File: src/rtl/pipeline_ctrl.sv
// Pipeline sequencing controller: decodes the hazard code into PC/IF-ID controls
// and sequences branch/jump flush, halt drain and the halted state.
module pipeline_ctrl #(
  parameter int HAZARD_WIDTH = 3,
  parameter int FLUSH_CYCLES = 1,
  parameter int DRAIN_CYCLES = 3,
  parameter int CNT_WIDTH    = 8
) (
  input  logic                    clk,
  input  logic                    rst_n,
  input  logic [HAZARD_WIDTH-1:0] hazard,
  input  logic                    if_write,
  input  logic                    resume,
  input  logic                    clr_cnt,
  output logic                    pc_en,
  output logic                    ifid_en,
  output logic                    ifid_flush,
  output logic                    idex_flush,
  output logic [1:0]              pc_sel,
  output logic                    halted,
  output logic                    illegal_hz,
  output logic [CNT_WIDTH-1:0]    stall_cnt,
  output logic [CNT_WIDTH-1:0]    redir_cnt
);

  typedef enum logic [1:0] {RUN, FLUSH, DRAIN, HALTED} state_t;

  localparam logic [HAZARD_WIDTH-1:0] HZ_NONE = HAZARD_WIDTH'(0);
  localparam logic [HAZARD_WIDTH-1:0] HZ_LDBR = HAZARD_WIDTH'(1);
  localparam logic [HAZARD_WIDTH-1:0] HZ_BGT  = HAZARD_WIDTH'(2);
  localparam logic [HAZARD_WIDTH-1:0] HZ_BEQ  = HAZARD_WIDTH'(3);
  localparam logic [HAZARD_WIDTH-1:0] HZ_JMP  = HAZARD_WIDTH'(4);
  localparam logic [HAZARD_WIDTH-1:0] HZ_HALT = HAZARD_WIDTH'(5);

  localparam logic [1:0] SEL_SEQ = 2'b00;
  localparam logic [1:0] SEL_BR  = 2'b01;
  localparam logic [1:0] SEL_JMP = 2'b10;

  state_t     state, state_nxt;
  logic [2:0] cyc, cyc_nxt;
  logic       stall_inc, redir_inc, illegal_set;
  logic       pc_en_c, ifid_en_c, ifid_flush_c, idex_flush_c, halted_c;
  logic [1:0] pc_sel_c;

  always_ff @(posedge clk or negedge rst_n) begin
    if (!rst_n) begin
      state <= RUN;
      cyc   <= '0;
    end else begin
      state <= state_nxt;
      cyc   <= cyc_nxt;
    end
  end

  always_comb begin
    state_nxt    = state;
    cyc_nxt      = cyc;
    pc_en_c      = 1'b0;
    ifid_en_c    = 1'b0;
    ifid_flush_c = 1'b0;
    idex_flush_c = 1'b0;
    pc_sel_c     = SEL_SEQ;
    halted_c     = 1'b0;
    stall_inc    = 1'b0;
    redir_inc    = 1'b0;
    illegal_set  = 1'b0;
    unique case (state)
      RUN: begin
        case (hazard)
          HZ_NONE: begin
            pc_en_c   = 1'b1;
            ifid_en_c = 1'b1;
          end
          HZ_LDBR, HZ_BGT, HZ_BEQ, HZ_JMP: begin
            if (hazard == HZ_LDBR && if_write) begin
              idex_flush_c = 1'b1;
              stall_inc    = 1'b1;
            end else begin
              // Taken redirect: IF/ID is zeroed, so its enable stays low.
              pc_en_c      = 1'b1;
              pc_sel_c     = (hazard == HZ_JMP) ? SEL_JMP : SEL_BR;
              ifid_flush_c = 1'b1;
              idex_flush_c = 1'b1;
              redir_inc    = 1'b1;
              cyc_nxt      = 3'(FLUSH_CYCLES);
              state_nxt    = FLUSH;
            end
          end
          HZ_HALT: begin
            ifid_flush_c = 1'b1;
            cyc_nxt      = 3'(DRAIN_CYCLES);
            state_nxt    = DRAIN;
          end
          default: begin
            pc_en_c     = 1'b1;
            ifid_en_c   = 1'b1;
            illegal_set = 1'b1;
          end
        endcase
      end
      FLUSH: begin
        pc_en_c      = 1'b1;
        ifid_en_c    = 1'b1;
        ifid_flush_c = 1'b1;
        cyc_nxt      = cyc - 3'd1;
        if (cyc == 3'd1) state_nxt = RUN;
      end
      DRAIN: begin
        ifid_flush_c = 1'b1;
        idex_flush_c = 1'b1;
        cyc_nxt      = cyc - 3'd1;
        if (cyc == 3'd1) state_nxt = HALTED;
      end
      HALTED: begin
        halted_c = 1'b1;
        if (resume) state_nxt = RUN;
      end
      default: state_nxt = RUN;
    endcase
  end

  // Mealy outputs would otherwise follow hazard while reset is held.
  assign pc_en      = rst_n & pc_en_c;
  assign ifid_en    = rst_n & ifid_en_c;
  assign ifid_flush = rst_n & ifid_flush_c;
  assign idex_flush = rst_n & idex_flush_c;
  assign pc_sel     = rst_n ? pc_sel_c : 2'b00;
  assign halted     = rst_n & halted_c;

  always_ff @(posedge clk or negedge rst_n) begin
    if (!rst_n) begin
      stall_cnt  <= '0;
      redir_cnt  <= '0;
      illegal_hz <= 1'b0;
    end else begin
      if (illegal_set) illegal_hz <= 1'b1;
      if (clr_cnt) begin
        stall_cnt <= '0;
        redir_cnt <= '0;
      end else begin
        if (stall_inc && stall_cnt != '1) stall_cnt <= stall_cnt + 1'b1;
        if (redir_inc && redir_cnt != '1) redir_cnt <= redir_cnt + 1'b1;
      end
    end
  end

endmodule
File: config.mk
export PLATFORM = sky130hd
export DESIGN_NAME = pipeline_ctrl
export DESIGN_NICKNAME = d
export VERILOG_FILES = /design/src/rtl/pipeline_ctrl.sv
export SDC_FILE = /design/constraint.sdc
export NUM_CORES = 1
export LEC_CHECK = 0
export BUFFER_PORTS_ARGS = -buffer_cell sky130_fd_sc_hd__buf_2
export CAP_MARGIN = 10
export CORE_ASPECT_RATIO = 0.6
export CORE_MARGIN = 2
export CORE_UTILIZATION = 52
export CTS_BUF_LIST = sky130_fd_sc_hd__clkbuf_8
export CTS_CLUSTER_DIAMETER = 150
export CTS_CLUSTER_SIZE = 10
export DETAILED_ROUTE_END_ITERATION = 7
export MAX_ROUTING_LAYER = met4
export PLACE_DENSITY = 0.86
export REMOVE_ABC_BUFFERS = 1
export SLEW_MARGIN = 10
export SYNTH_ARGS = -nofsm -noshare
export SYNTH_HDL_FRONTEND = slang
export SYNTH_SLANG_ARGS = --single-unit
File: constraint.sdc
create_clock -name clk -period 2 [get_ports clk]
set_clock_uncertainty 0.05 [all_clocks]
set_input_delay 0.2 -clock clk [delete_from_list [all_inputs] [get_ports clk]]
set_output_delay 0.2 -clock clk [all_outputs]
set_load 0.05 [all_outputs]
# Word-level counts from Yosys, hierarchy flattened

Index checks and enable logic that the tools add are counted.

Register bits: 22
Input port bits: 8
Word-level logic and storage cells: 78

Add/subtract/negate cells: 3
Equality and inequality tests: 16
Multiplexer cells: 35
Bitwise logic cells: 5
Reductions and logical operators: 14

Operators with widths:

| kind                | count |
|---|---|
| $mux 8              | 4 |
| $mux 2              | 9 |
| $add 8x1->8 const B | 2 |
| $ne 8x8->1 const B  | 2 |
| $pmux 1 s2          | 6 |
| $pmux 3 s2          | 2 |
| $mux 1              | 11 |
| $pmux 2 s4          | 1 |
| $eq 3x1->1 const B  | 2 |
| $eq 3x2->1 const B  | 2 |
| $eq 3x3->1 const B  | 2 |
| $ne 2x2->1 const B  | 3 |
| $reduce_bool 2->1   | 3 |
| $reduce_or 6->1     | 1 |
| $and 1x1->1         | 5 |
| $reduce_and 5->1    | 1 |
| $reduce_or 5->1     | 1 |
| $eq 2x2->1 const B  | 2 |
| $pmux 2 s2          | 1 |
| $reduce_or 4->1     | 1 |
| $logic_and 1x1->1   | 3 |
| $logic_not 3->1     | 1 |
| $mux 3              | 1 |
| $ne 3x1->1 const B  | 1 |
| other kinds (6)     | 6 |

# Depth between registers and ports, before layout

Gate-level depths: netlist of run 1.

Word-level depth: 8
Gate-level depth with buffers: 7
Gate-level depth less buffers: 6

# Worst setup path before layout of run 1

OpenSTA, ideal clock, no wires.

Path type: reg2out
Start point: register state[0]
End point: output port ifid_flush
Data arrival time: 2.390 ns
Required time: 1.750 ns
Slack: -0.640 ns
Stages on the path, launching flop included: 6
Cell sequence: dfrtp_1 -> inv_1 -> ha_1 -> clkbuf_1 -> nand3_1 -> a311oi_1

Longest elaborated chain between the ends: 4
Elaborated cells on any way between the ends: 6
Those cells by class: eq/ne (2); mux (1); bitwise (1); reduce/logical (2)

Ends and longest elaborated chain:

| item                                            | line | text |
|---|---|---|
| start: declaration                              | 39   | `state_t state, state_nxt;` |
| start signal: assignment                        | 50   | `state <= state_nxt;` |
| $eq 2x2->1 / $eq 2x1->1 (equally long branches) | 67   | `unique case (state)` |
| $reduce_or 2->1 (no source line)                | n/a  |  |
| $pmux 1 s2 *                                    | 67   |  |
| $and 1x1->1 *                                   | 125  | `assign ifid_flush = rst_n & ifid_flush_c;` |
| end: declaration                                | 17   | `output logic ifid_flush,` |

Mark *: on every way between the ends. The rest lies on a longest branch, timed or not.

# Final worst setup path of run 1

Ends and elaborated chain as after synthesis.

==> results of run 1 <==
metrics by stage:
stage	setup WS (ps)	area [µm²]	std cells	total power, µW	setup TNS (ps)
final	21.5	1770	231	1780	0
after global routing	-20.7	1770	231	1870	-20.7
after CTS	43.7	1750	231	1730	0
after detailed placement	54.8	1660	225	1380	0
after global placement	141	1660	225	1330	0
after floorplan	-754	1400	154	1120	-1260
area by class of cell:
type                       count  area (µm²)
sequential                    22         551
clock buffer                   3        41.3
multi-input combinational    119         838
tap                           32        40.0
timing repair buffer          42         249
inverter                      13        48.8
fill                         188         790
what timing repair did:
item / 4_1_cts / 5_1_grt
hold buffers: 1 / 0
resized for setup: 5 / 4
endpoints found under the hold margin: 22 / 0
pin swaps: 1 / 0
setup endpoints to repair: 1 / 2
buffers inserted: 2 / 0
registers in the layout, indices dropped and copies added, names as in the netlist:
name,cells
state,2
stall_cnt,8
illegal_hz,1
redir_cnt,8
cyc,3
logic make-up after synthesis:
logic type / after synthesis / share of synthesized area [%]
compound gates: 46 / 21.2
xor+xnor: 2 / 1.22
fa+ha+maj: 9 / 7.85
buf+inv: 19 / 5.58
flops: 22 / 38.4
mux: 3 / 2.18
simple gates: 59 / 23.6
layer usage:
layer / vias to the layer above / share of wire (%) / GRT usage (%)
met3: 6 / 8.0 / 4.91
li1: 667 / - / -
met4: 0 / 1.8 / 4.53
met2: 63 / 45 / 35.7
met1: 667 / 46 / 38.5
met5: - / 0 / -
worst max-delay path, stage by stage (launching register included):
cell and delay (ps):
dfrtp_1 400, inv_2 110, ha_4 180, buf_4 180, nand3_1 130, a311oi_2 270
buf_6 200
synthesized netlist by cell type, drive strengths merged (2+ instances only):
library cell and number:
inv 13, a31oi 2, clkbuf 4, and3 2
o211ai 2, o311ai 2, or4 5, or2 2
xor2 2, nor2 10, nor3 4, nand2 9
mux2i 2, o21a 2, a21oi 15, ha 9
nand3 9, or3 7, buf 2, dfrtp 22
nand4 3, o21ai 9, o31ai 8
worst paths after layout:
path                                             to  slack (ps)  cells past startpoint
max                                      ifid_flush          20                      6
min                        stall_cnt[7]$_DFFE_PN0P_         230                      3
max reg2reg                stall_cnt[5]$_DFFE_PN0P_         150                      6
min reg2reg                      cyc[1]$_DFFE_PN0P_         440                      2
max in group asynchronous  redir_cnt[5]$_DFFE_PN0P_        1160                      3
min in group asynchronous  stall_cnt[2]$_DFFE_PN0P_         260                      2
power by group:
| part | switching [µW] | internal [µW] | leakage, µW |
|---|---|---|---|
| clock network | 129 | 134 | 0.0000216 |
| logic | 625 | 353 | 0.000512 |
| registers | 38.6 | 499 | 0.000294 |
==> key figures, run 1 <==
Logic synthesis
  – Number of synthesized flops with an enable pin: 0
  – Asr flop ratio synth: 100%
  – #FFs+latches synth: 22
  – Largest area contributor in the netlist: dfrtp_1
  – Mapped Avg Cell Area: 8.97 µm²
  – Synthesized area: between 0.001 and 0.0015 mm²
  – Ranking of synthesized cells by area: dfrtp_1 (38%), ha_1 (7.8%), a21oi_1 (5.2%), o31ai_1 (3.7%), inv_1 (3.4%)
  – Sequential-to-total area share from yosys stat: 38.4%
  – Area share of the largest cell type after synthesis: 38.4%
  – Ys flop type: dfrtp_1
  – Mapped Cells: 160
  – Yosys warns: 0
  – Post-synthesis cell type count: 43

Power and ir drop
  – Pwr/cell area: 1010 mW/mm²
  – IR drop worst, VDD: 0.000634 V
  – Leakage: about 0.00083 µW

Worst setup path
  – Worst Setup SP: state[0]$_DFFE_PN0P_
  – Worst EP arrival: 1730 ps
  – CP Max Fanout: 10
  – CP endpoint kind: output pin
  – Critical path required time: 1750 ps
  – CP Class: reg -> out
  – Critical R2R Launch: state[0]$_DFFE_PN0P_
  – Crit start category: flop

Final layout
  – Antenna Cells: 0
  – # nets final: 218
  – Layout cell share with drive strength beyond 1: 28.1%
  – Area grow syn2layout: 23.2%
  – Util after Layout: 69.1%
  – Commonest non-fill, non-tap cell in the layout: buf_2
  – Most frequent cells in the layout: buf_2 (29), dfrtp_1 (22), a21oi_1 (15), inv_1 (12)

Placement
  – Placer congestion estimate: 1.04
  – Detail Placement HPWL: 2740 µm
  – Port Buffers: 31

Floorplanning
  – Die W: 71.8 µm
  – Die Ht: approximately 45 µm
  – Core area: 0.00256 mm²
  – # IOs: 32
  – Initial Util: 56.1%
  – Core Rows: 14
  – DIE AREA: 0.00321 mm²

Routing
  – Initial DRC count: 157
  – Via/cell ratio: 6.07
  – Vias: about 1,400
  – DR pass1 iterations: 4
  – Post-DRT Antenna Nets: 0
  – Detailed Route WL: about 3800 µm
  – Drt drc: 0
  – Wire per inst: approximately 16 µm

Global routing
  – Largest net degree at the start of global routing: 19
  – Vias in the first global route: 1,212
  – GRT overflow: 0
  – Initial antenna violation count: 0
  – GRT Util Overall: 25.4%
  – First-pass GRT wire length: ~6000 µm

Clock tree
  – Num CTS Buffers: 3
  – Num Clock Sinks: 22
  – CTS Buffer Depth: 2
  – Root cell of the clock tree: clkbuf_8
  – Skew-Pair Late Insertion Delay: 260 ps
  – H-tree lvl count: 1
  – CTS tree: done
  – Clock-pin transition on the worst setup and hold timing paths: ~80 ps

Timing
  – Final setup fails: 0
  – Worst-Margin Slew: 394 ps
  – Slew margin rel.: 73.6%
  – Final Hold Viols: 0
  – Hold_ws: 228 ps
  – Final critical-path share of the clock period: around 99%
  – Fmax: 505 MHz
  – Pins Over Slew Limit: 0
  – RSZ-0062 raised after global routing: yes
  – Final Critical Period: 1980 ps

Min path
  – Class of the worst hold path: in -> reg
  – Min-delay src: if_write

Flow run
  – Max cap viols: 0

Outcome
  – Status: finished clean
Note: power is estimated with default switching activity, not from simulation.
==> run 2: changes to the inputs <==
--- a/config.mk
+++ b/config.mk
@@ -5,6 +5,7 @@
 export SDC_FILE = /design/constraint.sdc
 export NUM_CORES = 1
 export LEC_CHECK = 0
+export ABC_AREA = 1
 export BUFFER_PORTS_ARGS = -buffer_cell sky130_fd_sc_hd__buf_2
 export CAP_MARGIN = 10
 export CORE_ASPECT_RATIO = 0.6
@@ -15,7 +16,7 @@
 export CTS_CLUSTER_SIZE = 10
 export DETAILED_ROUTE_END_ITERATION = 7
 export MAX_ROUTING_LAYER = met4
-export PLACE_DENSITY = 0.86
+export PLACE_DENSITY = 0.85
 export REMOVE_ABC_BUFFERS = 1
 export SLEW_MARGIN = 10
 export SYNTH_ARGS = -nofsm -noshare
==> key figures, run 2 <==
Flow run
  – Max cap viols: 0 (unchanged)

Placement
  – Placed Area: 0.00177 mm² (+6.6%)
  – Placer congestion estimate: 0.997 (-4.6%)
  – Detail Placement HPWL: 2670 µm (-2.4%)
  – Port Buffers: 31 (unchanged)

Logic synthesis
  – Ranking of synthesized cells by area: dfrtp_1 (35%), nand2_1 (17%), nand3_1 (10%), inv_1 (8.5%), ha_1 (7.3%)
  – Asr flop ratio synth: 100% (unchanged)
  – Yosys warns: 0 (unchanged)
  – Most frequent cell after synthesis: nand2_1
  – Synthesized area: 0.00155 mm² (+8.2%)
  – Mapped Avg Cell Area: 6.90 µm² (-23%)
  – Sequential-to-total area share from yosys stat: 35.5% (-2.9 points)
  – Number of synthesized flops with an enable pin: 0 (unchanged)
  – Synth top cells by count: nand2_1 (71), inv_1 (35), nand3_1 (32)
  – Post-synthesis cell type count: 20 (-53%)
  – Area share of the largest cell type after synthesis: 35.5% (-2.9 points)
  – Largest area contributor in the netlist: dfrtp_1
  – #FFs+latches synth: 22 (unchanged)
  – Ys flop type: dfrtp_1
  – Mapped Cells: 225 (+41%)

Final layout
  – Commonest non-fill, non-tap cell in the layout: nand2_1
  – Most frequent cells in the layout: nand2_1 (71), inv_1 (35), nand3_1 (32), buf_2 (29), dfrtp_1 (21)
  – Antenna Cells: 0 (unchanged)
  – Largest registers: redir_cnt: 8 flops, stall_cnt: 8 flops, cyc: 3 flops
  – Util after Layout: 65.4% (-3.7 points)
  – Layout cell share with drive strength beyond 1: 19.0% (-9.1 points)
  – Area grow syn2layout: 20.1%
  – # nets final: 282 (+29%)
  – Post-route cell area: 0.00187 mm² (+5.5%)

Worst setup path
  – Crit start category: flop
  – Worst EP arrival: 1630 ps (-100 ps)
  – CP endpoint kind: output pin
  – R2R cell count: 8 (+2)
  – CP Class: reg -> out
  – Critical path required time: 1750 ps (about the same)
  – CP Max Fanout: 7 (-3)

Timing
  – Slew margin rel.: 66.3% (-7.3 points)
  – Pins Over Slew Limit: 0 (unchanged)
  – Worst-Margin Slew: 505 ps (+111 ps)
  – Hold_ws: 216 ps (-12.4 ps)
  – Fmax: 533 MHz (+5.4%)
  – Final Critical Period: 1880 ps (-102 ps)
  – Final Hold Viols: 0 (unchanged)
  – Final critical-path share of the clock period: 93.8% (-5.1 points)
  – Final setup fails: 0 (unchanged)

Floorplanning
  – Initial Util: 54.4% (-1.7 points)
  – Core area: 0.00285 mm² (+12%)
  – Die W: 74.5 µm (+3.8%)
  – Core Rows: 15 (+1)
  – DIE AREA: 0.00345 mm² (+7.6%)
  – # IOs: 32 (unchanged)
  – Die Ht: 46.3 µm (+3.6%)

Clock tree
  – Num Clock Sinks: 22 (unchanged)
  – CTS tree: done
  – Root cell of the clock tree: clkbuf_8
  – Clock-pin transition on the worst setup and hold timing paths: 70 ps (about the same)
  – CTS Buffer Depth: 2 (unchanged)
  – H-tree lvl count: 1 (unchanged)
  – Num CTS Buffers: 3 (unchanged)
  – Skew-Pair Late Insertion Delay: 260 ps (about the same)

Global routing
  – GRT Util Overall: 22.4% (-3.0 points)
  – Largest net degree at the start of global routing: 18 (-1)
  – GRT overflow: 0 (unchanged)
  – First-pass GRT wire length: 5710 µm (-4.7%)
  – Vias in the first global route: 1,286 (+6.1%)
  – Initial antenna violation count: 0 (unchanged)

Routing
  – Vias: 1,544 (+10%)
  – Post-DRT Antenna Nets: 0 (unchanged)
  – Detailed Route WL: 3500 µm (-6.9%)
  – Drt drc: 0 (unchanged)
  – DR pass1 iterations: 5 (+1)
  – Wire per inst: 11.5 µm (-29%)
  – Initial DRC count: 138 (-12%)
  – Via/cell ratio: 5.06 (-17%)

Power and ir drop
  – IR drop worst, VDD: 0.000471 V (-26%)
  – Final Power: 1800 µW (+1.2%)
  – Leakage: 0.00109 µW (+32%)
  – Pwr/cell area: 965 mW/mm² (-4.1%)

Min path
  – Hold depth: 4 (+1)
  – Class of the worst hold path: in -> reg

Outcome
  – Status: finished clean
## run 2: cell types whose count changed after synthesis, moves of 5 or more
cell     change
a21oi_1     -14
inv_1       +22
nand2_1     +62
nand3_1     +24
nor2_1       +8
o31ai_1      -7
or3_1        -7
or4_1        -5
## run 2: metal layers
layer  routed length (µm)  up-vias  track usage [%]
met1                 1770      704             32.4
met4                    8        0             2.50
met5                    0        -                -
met3                  222        3             5.91
li1                     -      792                -
met2                 1500       45             32.6
## run 2: what timing repair did
action,4_1_cts,5_1_grt
hold endpoints to repair,22,0
endpoints found under the setup margin,4,3
gates resized for setup,2,5
setup buffers,0,3
hold buffers,1,0
pin swaps,0,1
## run 2: final timing paths
| path | from | slack (ps) | to |
|---|---|---|---|
| worst max-delay path | state[1]$_DFFE_PN0P_ | 120 | ifid_en |
| worst min-delay path | clr_cnt | 220 | stall_cnt[3]$_DFFE_PN0P_ |
| worst max register to register | state[1]$_DFFE_PN0P_ | 270 | stall_cnt[7]$_DFFE_PN0P_ |
| worst min register to register | illegal_hz$_DFFE_PN0P_ | 440 | illegal_hz$_DFFE_PN0P_ |
| max in group asynchronous | rst_n | 1240 | stall_cnt[1]$_DFFE_PN0P_ |
| min in group asynchronous | rst_n | 270 | redir_cnt[4]$_DFFE_PN0P_ |
## run 2: kinds of logic (layout without fill, tap and decap cells)
logic type / after synthesis / count (layout) / synth area share (%)
compound gates: 12 / 12 / 4.03
flops: 22 / 22 / 35.5
buf+inv: 38 / 76 / 9.35
fa+ha+maj: 9 / 9 / 7.25
simple gates: 137 / 137 / 40.0
xor+xnor: 7 / 7 / 3.95
## run 2: final cells by class
cell class	instances	area (µm²)
inverters	35	131
fillers	260	987
flip-flops and latches	22	552
repair buffers	38	219
multi-input cells	165	870
well taps	42	52.6
clock buffers	3	41.3
## run 2: through the flow
step	worst slack, ps	TNS (ps)	cells
floorplan	-248	-312	222
global placement	224	0	298
detailed placement	121	0	298
CTS	48.3	0	302
global route	-2.20	-2.20	305
finish	124	0	305
## run 2: where the power goes
group / internal [µW] / leakage [µW] / switching [µW]
clock: 134 / 0.0000216 / 131
sequential: 505 / 0.000293 / 62.2
combinational: 321 / 0.000778 / 646
## run 2: worst max-delay path, stage by stage, from the launching register on
cell and delay (ps):
dfrtp_2 440, inv_1 130, ha_4 190, nand3_1 120, nand2_1 110, o21ai_0 80, inv_1 70, clkbuf_4 220
==> run 3: changes to the inputs <==
--- a/config.mk
+++ b/config.mk
@@ -17,6 +17,7 @@
 export DETAILED_ROUTE_END_ITERATION = 7
 export MAX_ROUTING_LAYER = met4
 export PLACE_DENSITY = 0.85
+export RECOVER_POWER = 50
 export REMOVE_ABC_BUFFERS = 1
 export SLEW_MARGIN = 10
 export SYNTH_ARGS = -nofsm -noshare
==> constraint.sdc (replaced) <==
create_clock -name clk -period 2 [get_ports clk]
set_clock_uncertainty 0.05 [all_clocks]
set_input_delay 0.4 -clock clk [delete_from_list [all_inputs] [get_ports clk]]
set_output_delay 0.4 -clock clk [all_outputs]
set_load 0.05 [all_outputs]
==> key figures, run 3 (same netlist as run 2, synthesis figures left out) <==
Timing
  – Pins Over Slew Limit: 0 (unchanged)
  – Slew margin rel.: 43.1% (-23 points)
  – Final critical-path share of the clock period: 97.9% (+4.1 points)
  – Final setup fails: 0 (unchanged)
  – Fmax: 511 MHz (-4.2%)
  – RSZ-0062 raised after global routing: yes
  – Worst-Margin Slew: 854 ps (+349 ps)
  – Final Hold Viols: 0 (unchanged)
  – Final Critical Period: 1960 ps (+82.1 ps)

Final layout
  – Fillers: 265 (+1.9%)
  – Antenna Cells: 0 (unchanged)
  – Largest registers: redir_cnt: 8 flops, stall_cnt: 8 flops, cyc: 3 flops
  – Register area: 551 µm² (-0.23%)
  – Area grow syn2layout: 21.3%
  – Final cell count without fillers: 307 (+0.66%)
  – Layout cell share with drive strength beyond 1: 16.2% (-2.8 points)
  – Commonest non-fill, non-tap cell in the layout: nand2_1
  – Multi-input logic area: 877 µm² (+0.86%)
  – # nets final: 284 (+0.71%)
  – Most frequent cells in the layout: nand2_1 (71), inv_1 (33), nand3_1 (32), dfrtp_1 (22), nor2_1 (18)

Routing
  – Initial DRC count: 136 (-1.4%)
  – Detailed Route WL: 3670 µm (+4.9%)
  – Drt drc: 0 (unchanged)
  – Wire per inst: 12.0 µm (+4.2%)
  – Via/cell ratio: 4.98 (-1.7%)
  – Post-DRT Antenna Nets: 0 (unchanged)
  – DR pass1 iterations: 4 (-1)
  – Vias: 1,528 (-1.0%)

Worst setup path
  – CP Max Fanout: 6 (-1)
  – Critical path cell sequence: inv_2 -> ha_4 -> buf_6 -> nand3_4 -> a31oi_1 -> buf_4
  – Critical R2R Launch: redir_cnt[0]$_DFFE_PN0P_
  – CP endpoint kind: output pin
  – CP top delay family: buffers and inverters
  – CP peak stage delay: 390 ps (-50 ps)
  – WP buf/inv: 3 (unchanged)
  – Reg2Reg Setup Slack: 340 ps (+70 ps)
  – Critical path required time: 1550 ps (-200 ps)
  – Crit start category: flop
  – R2R cell count: 7 (-1)
  – Critical R2R Capture: redir_cnt[3]$_DFFE_PN0P_
  – CP Class: reg -> out
  – Worst Setup SP: state[0]$_DFFE_PN0P_
  – Crit-path slowest cell: dfrtp_1
  – Worst EP arrival: 1510 ps (-120 ps)

Power and ir drop
  – IR drop worst, VDD: 0.000513 V (+8.9%)
  – Final Power: 1920 µW (+6.6%)
  – Pwr/cell area: 1020 mW/mm² (+5.6%)
  – Leakage: 0.00107 µW (-2.3%)

Min path
  – Min-delay src: clr_cnt
  – Class of the worst hold path: in -> reg
  – Hold depth: 4 (unchanged)
  – Worst min-delay path endpoint: stall_cnt[3]$_DFFE_PN0P_

Clock tree
  – H-tree lvl count: 1 (unchanged)
  – Skew-Pair Late Insertion Delay: 260 ps (about the same)
  – CTS tree: done
  – Num CTS Buffers: 3 (unchanged)
  – Clock-pin transition on the worst setup and hold timing paths: 70 ps (about the same)
  – Root cell of the clock tree: clkbuf_8
  – Num Clock Sinks: 22 (unchanged)
  – CTS Buffer Depth: 2 (unchanged)

Global routing
  – Initial antenna violation count: 0 (unchanged)
  – First-pass GRT wire length: 5930 µm (+3.7%)
  – GRT Util Overall: 23.9% (+1.5 points)
  – GRT overflow: 0 (unchanged)
  – Largest net degree at the start of global routing: 17 (-1)
  – Vias in the first global route: 1,303 (+1.3%)

Floorplanning
  – Initial Util: 54.4% (unchanged)
  – Die Ht: 46.3 µm (unchanged)
  – # IOs: 32 (unchanged)
  – DIE AREA: 0.00345 mm² (unchanged)
  – Die W: 74.5 µm (unchanged)
  – Core Rows: 15 (unchanged)
  – Core area: 0.00285 mm² (unchanged)

Flow run
  – Max cap viols: 0 (unchanged)

Outcome
  – Status: finished clean

Placement
  – Placed insts: 301 (+1.0%)
  – Port Buffers: 31 (unchanged)
  – Placer congestion estimate: 0.904 (-9.3%)
  – Detail Placement HPWL: 2620 µm (-2.0%)
## run 3: cell types whose count changed in the layout (fill, tap and decap cells not counted), moves of 2 or more
cell      previous run  this run
buf_4                4         9
inv_1               35        33
clkbuf_4             3         1
buf_2               29        17
inv_2                0         2
clkbuf_1             0        10
## run 3: area by class of cell
class,instances,area share (%)
well taps,42,2.79
inverters,35,6.98
clock buffers,3,2.19
repair buffers,40,12.2
flip-flops and latches,22,29.2
multi-input cells,165,46.6
## run 3: per-stage QoR
stage | hold WS, ps | instance area (µm²) | setup WS, ps | util [%] | setup TNS [ps]
floorplan | 54.4 | 1540 | -448 | - | -1030
global placement | 238 | 1790 | 74.3 | 62.8 | 0
detailed placement | 236 | 1790 | 79.6 | 62.8 | 0
CTS | 143 | 1870 | 18.4 | 65.7 | 0
global route | 442 | 1880 | -49.9 | 66.0 | -89.2
finish | 415 | 1880 | 41.5 | 66.0 | 0
## run 3: timing repair
action	CTS	global route
hold buffers	1	0
pin swaps	1	2
buffers inserted	1	1
gates resized for setup	7	5
endpoints found under the hold margin	6	0
endpoints found under the setup margin	5	6
## run 3: worst max path at each step
stage | end | slack, ps | depth (start not counted)
after global placement | ifid_flush | 70 | 6
after floorplan | pc_sel[1] | -450 | 4
final | ifid_flush | 40 | 6
after CTS | ifid_flush | 20 | 6
after detailed placement | ifid_flush | 80 | 6
after global routing | ifid_flush | -50 | 6
## run 3: where the power goes
part	internal, µW	switching (µW)
clock network	134	138
registers	503	48.6
logic	405	688
total	1040	875
## run 3: layer usage
layer  track usage (%)  wire length (µm)
met1              32.9              1800
met2              36.3              1620
met3              4.60               238
met4              6.43                19
met5                 -                 0
## run 3: tightest hold or removal path: stages
cell and delay, ps:
buf_2 140, nor2_1 60, nand2_1 50, nand2_1 50
